===== config.mk =====
export PLATFORM = sky130hd
export DESIGN_NAME = bfp16_ws_weight_loader
export DESIGN_NICKNAME = d
export VERILOG_FILES = /design/src/rtl/bfp16_ws_weight_loader.sv
export SDC_FILE = /design/constraint.sdc
export NUM_CORES = 1
export LEC_CHECK = 0
export BUFFER_PORTS_ARGS = -buffer_cell sky130_fd_sc_hd__buf_2
export CORE_ASPECT_RATIO = 0.6
export CORE_MARGIN = 10
export CORE_UTILIZATION = 40
export CTS_CLUSTER_SIZE = 10
export DETAILED_ROUTE_END_ITERATION = 6
export GPL_ROUTABILITY_DRIVEN = 0
export SETUP_SLACK_MARGIN = 0.15
export SYNTH_ARGS = -nofsm -noshare
export SYNTH_HDL_FRONTEND = slang
export SYNTH_SLANG_ARGS = --single-unit

===== constraint.sdc =====
create_clock -name clk -period 3.2 [get_ports clk]
set_input_delay 0.48 -clock clk [delete_from_list [all_inputs] [get_ports clk]]
set_output_delay 0.48 -clock clk [all_outputs]
set_load 0.02 [all_outputs]

===== src/rtl/bfp16_ws_weight_loader.sv =====
// Column sequencer for a weight-stationary BFP16 PE column: buffer ROWS weights, burst them deepest-first, then compute and drain.
// Optional WL_PREFETCH_EN adds a shadow buffer that loads the next set during COMPUTE/DRAIN.
module bfp16_ws_weight_loader #(
    parameter int unsigned ROWS  = 4,
    parameter int unsigned CNT_W = 16
) (
    input  logic             clk,
    input  logic             rst,
    input  logic             w_valid,
    output logic             w_ready,
    input  logic [15:0]      w_data,
    input  logic [CNT_W-1:0] cmp_len,
    output logic             pe_ctrl,
    output logic [15:0]      pe_in,
    output logic             ifmap_en,
    output logic             busy,
    output logic             done
);
    localparam int unsigned PH_W = $clog2(ROWS) + 1;
    localparam logic [PH_W-1:0] LAST_PH = PH_W'(ROWS - 1);

    localparam logic [1:0] S_FILL    = 2'd0;
    localparam logic [1:0] S_BURST   = 2'd1;
    localparam logic [1:0] S_COMPUTE = 2'd2;
    localparam logic [1:0] S_DRAIN   = 2'd3;

    logic [1:0]       state_q, state_nx;
    logic [PH_W-1:0]  phase_q, phase_nx;
    logic [PH_W-1:0]  fill_q, fill_nx;
    logic [CNT_W-1:0] cmp_q, cmp_nx;
    logic             done_q, done_nx;
    logic [15:0]      wbuf_q [ROWS];
    logic [15:0]      wbuf_nx [ROWS];
    logic [15:0]      burst_word;
    logic             pf_rdy;
    logic             accept;

`ifdef WL_PREFETCH_EN
    localparam logic [PH_W-1:0] FULL = PH_W'(ROWS);
    logic [15:0]      sbuf_q [ROWS];
    logic [15:0]      sbuf_nx [ROWS];
    logic [PH_W-1:0]  sfill_q, sfill_nx;
    logic [CNT_W-1:0] slen_q, slen_nx;

    assign pf_rdy = ((state_q == S_COMPUTE) || (state_q == S_DRAIN)) && (sfill_q != FULL);
`else
    assign pf_rdy = 1'b0;
`endif

    // Output decode from registered state only; w_valid never reaches an output.
    assign w_ready  = (state_q == S_FILL) | pf_rdy;
    assign accept   = w_valid & w_ready;
    assign pe_ctrl  = (state_q == S_COMPUTE) || (state_q == S_DRAIN);
    assign ifmap_en = (state_q == S_COMPUTE);
    assign pe_in    = (state_q == S_BURST) ? burst_word : 16'h0000;
    assign busy     = (state_q != S_FILL) || (fill_q != '0);
    assign done     = done_q;

    // Burst cycle k presents buf[ROWS-1-k] so the deepest PE gets its weight first.
    always_comb begin
        burst_word = 16'h0000;
        for (int unsigned i = 0; i < ROWS; i++) begin
            if (phase_q == PH_W'(ROWS - 1 - i)) burst_word = wbuf_q[i];
        end
    end

    // Next-state and datapath update.
    always_comb begin
        state_nx = state_q;
        phase_nx = phase_q;
        fill_nx  = fill_q;
        cmp_nx   = cmp_q;
        done_nx  = 1'b0;
        wbuf_nx  = wbuf_q;
`ifdef WL_PREFETCH_EN
        sbuf_nx  = sbuf_q;
        sfill_nx = sfill_q;
        slen_nx  = slen_q;
        if (accept && (state_q != S_FILL)) begin
            for (int unsigned i = 0; i < ROWS; i++) begin
                if (sfill_q == PH_W'(i)) sbuf_nx[i] = w_data;
            end
            sfill_nx = sfill_q + PH_W'(1);
            if (sfill_q == LAST_PH) slen_nx = cmp_len;
        end
`endif
        case (state_q)
            S_FILL: begin
                if (accept) begin
                    for (int unsigned i = 0; i < ROWS; i++) begin
                        if (fill_q == PH_W'(i)) wbuf_nx[i] = w_data;
                    end
                    if (fill_q == LAST_PH) begin
                        fill_nx  = '0;
                        cmp_nx   = cmp_len;
                        phase_nx = '0;
                        state_nx = S_BURST;
                    end else begin
                        fill_nx = fill_q + PH_W'(1);
                    end
                end
            end
            S_BURST: begin
                if (phase_q == LAST_PH) begin
                    phase_nx = '0;
                    state_nx = (cmp_q == '0) ? S_DRAIN : S_COMPUTE;
                end else begin
                    phase_nx = phase_q + PH_W'(1);
                end
            end
            S_COMPUTE: begin
                // Count down from len and leave on 1, so an all-ones length never wraps.
                if (cmp_q == CNT_W'(1)) begin
                    cmp_nx   = '0;
                    phase_nx = '0;
                    state_nx = S_DRAIN;
                end else begin
                    cmp_nx = cmp_q - CNT_W'(1);
                end
            end
            S_DRAIN: begin
                if (phase_q == LAST_PH) begin
                    phase_nx = '0;
                    done_nx  = 1'b1;
                    fill_nx  = '0;
                    state_nx = S_FILL;
`ifdef WL_PREFETCH_EN
                    wbuf_nx = sbuf_nx;
                    if (sfill_nx == FULL) begin
                        cmp_nx   = slen_nx;
                        state_nx = S_BURST;
                    end else begin
                        fill_nx = sfill_nx;
                    end
                    sfill_nx = '0;
`endif
                end else begin
                    phase_nx = phase_q + PH_W'(1);
                end
            end
            default: state_nx = S_FILL;
        endcase
    end

    // Control registers with synchronous reset.
    always_ff @(posedge clk) begin
        if (rst) begin
            state_q <= S_FILL;
            phase_q <= '0;
            fill_q  <= '0;
            cmp_q   <= '0;
            done_q  <= 1'b0;
`ifdef WL_PREFETCH_EN
            sfill_q <= '0;
            slen_q  <= '0;
`endif
        end else begin
            state_q <= state_nx;
            phase_q <= phase_nx;
            fill_q  <= fill_nx;
            cmp_q   <= cmp_nx;
            done_q  <= done_nx;
`ifdef WL_PREFETCH_EN
            sfill_q <= sfill_nx;
            slen_q  <= slen_nx;
`endif
        end
    end

    // Weight storage needs no reset; fill counts gate every read.
    always_ff @(posedge clk) begin
        wbuf_q <= wbuf_nx;
`ifdef WL_PREFETCH_EN
        sbuf_q <= sbuf_nx;
`endif
    end

endmodule


==> results summary, run 1 <==
The flow ran to the end, and the final reports show no timing, DRC or antenna violations. The number of H-tree levels came out at 3. The startpoint of the most critical hold path is w_data[5]. Of the total power, the clock network draws 0.406. The cell with the largest stage delay on the worst path is nand2b_1. The internal power is 2.23 mW.

The number of cell rows came out at 28. The share of total power in combinational logic came out at 0.140. The standard cell area after detailed placement is 4640 sq um. The DRC violation count after routing is 0. The number of vias per cell after detailed routing came out at 5.74.

The via count of the first global-routing pass is 3044. STA classifies the critical path endpoint as an output pin. The total global routing overflow came out at 0. The largest single stage delay on the critical path is 0.51 ns.

The clock transition time at the flip-flop clock pins of the worst setup and hold paths came out at 0.07 ns. The detailed router used layers up to and including met4. The synthesized netlist cell count is 361. The total of flip-flops plus latches after synthesis is 89. The count of endpoints failing hold in the final timing report came to 0.

The tree is rooted in a clkbuf_16. The critical path goes through inv_1, ha_1, nand2b_1, nor2_1, o31ai_1, buf_2. In this run the count of I/O pins placed on the die edge is 56.

The met2 layer wire length in the routed design came out at 4.59 mm. During synthesis, Yosys emitted a total of 0 warnings. The global-route wire length before repair is 17.0 mm.

The maximum number of pins on one net before global-route repair is 25. The net count reported at finish came out at 464. STA puts the critical path data required time at 2.72 ns. The filler-free cell count of the finished design is 554. Setup repair after global routing left no endpoint under its margin. The distinct cell type count of the synthesized netlist is 56. The worst register-to-register path has a setup slack of 0.69 ns. The maximum clock rate came out at 385 MHz. The layout overhead on the synthesized area is 18.8%. The peak ir drop on the vdd network came out at 302 uV. The final-report max-slew violation count came out at 0. The violation count after the first detailed-routing iteration is 287. Summed over all cells, the static leakage comes to 1.87 nW. The most common flop cell mapped by yosys is edfxtp_1.

The worst setup path is launched from a flop. In the detailed route, the total length drawn on met3 is 659 um. Headroom to the max-slew limit came out at 0.372. The post-synthesis instance area came out at 4190 sq um.

Counting every sink on the clock net gives 89. The total number of vias is 3181. The critical path is of the flop to output pin type.

The routed design has 10.5 mm of wire. The antenna diode count is 0. The count of flip-flops with a built-in enable after synthesis came out at 64.

The hold-critical path depth came out at 1. The switching part of the total came out at 0.250. In this run the critical register-to-register path is launched from cmp_q[0]$_SDFFE_PP0P_. Before antenna repair, the detailed router went through 5 iterations. The sequential group share of total power came out at 0.453. The power density over the cells came out at 597 nW/um^2. The chip height is 99.3 um. After synthesis, the mean cell area works out to 11.6 sq um. In this run, placement finished with an instance count of 539. The total half-perimeter wirelength after legalization and detailed placement is 7.32 mm. In this run the power spent charging and discharging nets is 742 uW. The arrival time at the worst endpoint is 2.12 ns. After synthesis, the cell types taking the most area are edfxtp_1, dfxtp_1, ha_1. The number of maximum-capacitance constraint violations is 0.

The final critical-path required period is 2.60 ns. The core area is 10000 sq um. The maximum fanout along the worst path came out at 16.

The fill cell total of the finished layout is 919. The routed wire length per instance is 19.0 um. The setup fix buffers added after clock tree synthesis came out at 0. The transition time at the pin with the least slew margin is 0.930 ns. The initial core utilization is 0.418.

The number of buffers added to fix hold violations after cts is 0. Measured along the x axis, the die boundary spans 152 um. The number of antenna violations at the first check in global routing is 0. In this run the critical register-to-register path is captured at state_q[0]$_SDFFE_PP0P_.

The worst reg-to-reg path cell count came out at 5. The sequential share of the synthesized area came out at 0.578. The overall track demand over capacity in global routing is 0.138.

In the final layout, the share of cells above drive strength 1 is 0.234. The die covers 15100 sq um. The maximum number of buffers from clock root to sink is 2. The biggest area contributor in the post-synthesis netlist is edfxtp_1. The area share of the largest cell type after synthesis is 0.459.

Dividing the final minimum period by the clock period gives 0.811. In this run the worst hold path is classified as input port to flop. TritonCTS built the clock tree. Summed over all failing endpoints, the final setup total negative slack is 0 ns. The post-route met1 wirelength came out at 5.23 mm. The quantity of gates resized following cts came out at 0.

At the later pin of the worst-skew pair, clock insertion delay measures 0.34 ns. For hold timing, the worst endpoint is wbuf_q[37]$_DFFE_PP_. Leaving out fill and tap cells, the most frequent cells in the layout are edfxtp_1, buf_2, nor2_1, nand2_1, dfxtp_1.

The library cell used most frequently in the layout, excluding fill and tap cells, is edfxtp_1. The design area came out at 4980 sq um. The tightest hold path in the finished design has a slack of 0.359 ns. The remaining antenna violation count is 0. The clock tree skew after final layout came out at 0.00891 ns.

Synthesis produced a netlist with a net count of 410. Setup violations remaining at the end of the flow were counted as 0. The number of buffers added by the clock tree synthesis step came out at 9. Of all flip-flops after synthesis, the portion carrying an async set or reset was 0. The count of buffers inserted at the top-level ports is 55.
[through the flow]
stage | utilization | setup slack (ns) | power, mW
global placement | 0.463 | 0.853 | 1.79
detailed placement | 0.463 | 0.730 | 1.79
finish | 0.497 | 0.604 | 2.97
CTS | 0.497 | 0.570 | 2.99
floorplan | - | 0.384 | 1.63
global route | 0.497 | 0.341 | 3.09
[power groups by stage]
stage	Clock, mW	Combinational (mW)	Sequential (mW)
after floorplan	0	0.268	1.37
after global placement	0	0.417	1.37
after detailed placement	0	0.420	1.37
after CTS	1.22	0.422	1.35
after global routing	1.27	0.467	1.35
final	1.21	0.417	1.35
[critical path, delay by kind of cell (launching register included)]
family                     cells  cell delay, ns
and+or+nand+nor                2            0.59
AOI/OAI and AO/OA              1            0.32
buffers and inverters          2            0.31
DFF                            1            0.37
adders and majority gates      1            0.19
[per-layer routing]
layer / vias to the layer above / track usage
met5: - / 0
met4: 0 / 0.0310
met3: 10 / 0.0409
met2: 89 / 0.197
met1: 1572 / 0.198
li1: 1510 / -
[worst max path at each step]
stage                            start                      end  slack [ns]  cells after the start
4_1_cts        phase_q[1]$_SDFFE_PP0P_                 pe_in[9]        0.57                      6
6_report       phase_q[1]$_SDFFE_PP0P_                 pe_in[9]        0.60                      6
3_5_place_dp     cmp_q[0]$_SDFFE_PP0P_  state_q[0]$_SDFFE_PP0P_        0.73                      5
3_3_place_gp     cmp_q[0]$_SDFFE_PP0P_  state_q[0]$_SDFFE_PP0P_        0.85                      5
5_1_grt        phase_q[1]$_SDFFE_PP0P_                 pe_in[9]        0.34                      6
2_1_floorplan  state_q[0]$_SDFFE_PP0P_     wbuf_q[16]$_DFFE_PP_        0.38                      5
[cell type report]
cell class	instances	area, sq um	area share
multi-input cells	235	1630	0.328
clock inverters	6	115	0.0231
clock buffers	9	225	0.0452
inverters	13	48.8	0.00980
repair buffers	67	365	0.0734
flip-flops and latches	89	2420	0.487
well taps	135	169	0.0339
[kinds of logic after synthesis]
family	share of synthesized area
compound gates	0.172
xor+xnor	0.00418
fa+ha+maj	0.0418
buf+inv	0.0373
flops	0.578
simple gates	0.166
[flip-flops by register name, indices dropped and copies added, names as in the netlist]
signal	count
done	1
state_q	2
fill_q	3
phase_q	3
wbuf_q	64
cmp_q	16
[cell usage after synthesis, types with 5 or more instances]
cell type	n
edfxtp_1	64
nor2_1	34
nand2_1	26
dfxtp_1	25
clkbuf_1	19
a221oi_1	18
o31ai_1	16
ha_1	14
inv_1	13
a21oi_1	12
nor2b_1	8
and3_1	7
o21ai_0	6
a32oi_1	5
nand4_1	5
nor3_1	5
nor3b_1	5
nor4_2	5
or3_1	5
Note: power is estimated with default switching activity, not from simulation.
==> run 2: changes to the inputs <==
==> constraint.sdc (replaced) <==
create_clock -name clk -period 2.57 [get_ports clk]
set_input_delay 0.3855 -clock clk [delete_from_list [all_inputs] [get_ports clk]]
set_output_delay 0.3855 -clock clk [all_outputs]
set_load 0.02 [all_outputs]
==> run 2 against run 1 <==
Sequential share of layout area decreased by 1.5 points. Final area is 3.6% higher. Sequential power grew 24%. Worst setup slack got worse by 0.38 ns. Wire length increased by 5.9%. Power rose by 23%. Non-clock buffer count up 11. Register-to-register slack worse by 0.23 ns. Utilization grew 1.8 points. Global-route usage rose by 0.44 points.
==> results summary, run 2 (synthesis results as in run 1) <==
The run finished with clean final reports. The final total power came out at 3.64 mW. Counting flops per register, the top entry is wbuf_q. The number of buffers added by the clock tree synthesis step is 9. The number of antenna violations at the first check in global routing came out at 0. The number of vias per cell after detailed routing came out at 5.81. The number of buffers added to fix hold violations after cts is 0. The final wirelength is 11.2 mm.

STA classifies the critical path endpoint as an output pin. The count of endpoints failing hold in the final timing report is 0. The count of nets left with antenna violations once routing finished came out at 0. The most common cell type on the critical path is buf_6. The standard cell area after detailed placement is 4670 sq um. The final critical-path required period came out at 2.35 ns. Across the run, the number of max-cap violations was 0. The tightest min-delay check is of the input port to flop type. The startpoint of the most critical hold path is w_data[8]. The number of cell rows is 28. The via count of the first global-routing pass is 3183. The register with the most flip-flops in the layout has 64 of them.

The power density over the cells is 706 nW/um^2. The signal on the critical path passes through inv_1, ha_2, nor2_2, buf_6, buf_6, a221oi_1, o31ai_1, buf_2. The chip height came out at 99.3 um. The first detailed-routing pass ran for 4 iterations.

The final-report max-slew violation count came to 0. The required time at the endpoint of the critical path came out at 2.18 ns. The largest registers in the layout are wbuf_q x64, cmp_q x16. The library cells used most frequently in the layout, excluding fill and tap cells, are edfxtp_1, buf_2, nor2_1, nand2_1, dfxtp_1. The delay of the slowest cell on the worst path came out at 0.37 ns. The overall die width is 152 um. The clock root buffer master is clkbuf_16.

The critical path starts at phase_q[0]$_SDFFE_PP0P_. After clock tree synthesis, the clock-pin slew on the worst setup and hold paths is 0.06 ns. The design area is 5160 sq um. The fill cell total of the finished layout came out at 921. Setup repair after global routing could not meet its margin everywhere. The total half-perimeter wirelength after legalization and detailed placement came out at 7.57 mm. The critical path is of the flop to output pin type. The total clock sinks is 89. In this run the tightest slew margin relative to its limit is 0.584.

The most common library cell in the layout ignoring fill and taps is edfxtp_1. The repair_antennas step left the layout with diodes totalling 0. The maximum clock rate came out at 426 MHz.

The source of the worst register-to-register timing path is cmp_q[0]$_SDFFE_PP0P_. The clock tree skew after final layout came out at 0.00455 ns. The worst setup path is launched from a flop. The pre-CTS setup slack came out at 0.431 ns. The count of buffers inserted at the top-level ports came out at 55. TritonCTS built the clock tree. For the worst-skew pair, the clock arrives at the later sink with an insertion delay of 0.34 ns. The initial utilization of the core area, before any placement, comes to 0.418. The routed wire length per instance is 19.7 um. The transition time at the pin with the least slew margin came out at 0.618 ns.

The violation count after the first detailed-routing iteration came out at 338. Entering global routing, the biggest net connects 17 pins. The total I/O pin count came out at 56. The final count of negative-setup-slack endpoints came out at 0.

The reported leakage power is 1.94 nW. The H-tree generated during clock tree synthesis spans 3 levels. Across all setup checks in the final design, the least slack found is 0.223 ns.

Summed over all layers, the global routing overflow is 0. The maximum fanout along the worst path came out at 7. Counting along the longest clock path gives a buffer depth of 2. The final period utilization came out at 0.913. The net count reported at finish came out at 475. The die area came out at 15100 sq um.

The cell with the largest stage delay on the worst path is dfxtp_4. The global-route wire length before repair came out at 17.3 mm. Detailed routing inserted a total of 3291 vias. The arrival time at the worst endpoint came out at 1.96 ns. The layout overhead on the synthesized area came out at 23.1%. The DRC violation count after routing is 0. The share of final-layout standard cells stronger than drive strength 1 came out at 0.288. The post-layout utilization of the core is 0.515.

The peak ir drop on the vdd network came out at 397 uV. After floorplanning, the core was sized to cover 10000 sq um. The overall track demand over capacity in global routing is 0.142.
run 2: what timing repair did:
item / 4_1_cts / 5_1_grt
gates resized for setup: 3 / 21
gates cloned: 0 / 2
pin swaps: 1 / 5
endpoints found under the setup margin: 10 / 13
setup buffers: 2 / 2
run 2: critical path: cells and delay by family, from the launching register on:
kind | cells | cell delay, ns
buf+inv | 4 | 0.57
compound gates | 2 | 0.39
flops | 1 | 0.37
fa+ha+maj | 1 | 0.19
simple gates | 1 | 0.09
run 2: area by class of cell:
cell class | instances | area [sq um] | share of cell area
inverters | 13 | 48.8 | 0.00946
repair buffers | 78 | 488 | 0.0946
well taps | 135 | 169 | 0.0328
flip-flops and latches | 89 | 2430 | 0.471
multi-input cells | 235 | 1700 | 0.329
clock inverters | 7 | 100 | 0.0194
clock buffers | 9 | 225 | 0.0437
run 2: final timing paths:
kind              cells past startpoint                       to  slack [ns]
hold / removal                        1     wbuf_q[24]$_DFFE_PP_        0.26
setup / recovery                      8                 pe_in[9]        0.22
setup reg to reg                      6  state_q[1]$_SDFFE_PP0P_        0.46
hold reg to reg                       1  phase_q[2]$_SDFFE_PP0P_        0.53
run 2: power by group:
group / switching (mW) / leakage, nW / internal, mW
clock: 0.556 / 0.161 / 0.862
combinational: 0.354 / 0.988 / 0.189
sequential: 0.0358 / 0.791 / 1.64
total: 0.945 / 1.94 / 2.69
run 2: routing by layer:
layer / wire [um] / vias to the layer above / GRT usage
met4: 35 / 0 / 0.0339
met2: 4880 / 115 / 0.207
li1: - / 1538 / -
met3: 722 / 2 / 0.0443
met1: 5520 / 1636 / 0.200
met5: 0 / - / 0
run 2: stage by stage:
step / setup TNS, ns / instances / hold WS [ns]
global placement: 0 / 544 / 0.501
detailed placement: 0 / 544 / 0.524
global route: 0 / 566 / 0.254
finish: 0 / 566 / 0.263
floorplan: -11.80 / 361 / 0.483
CTS: 0 / 562 / 0.254
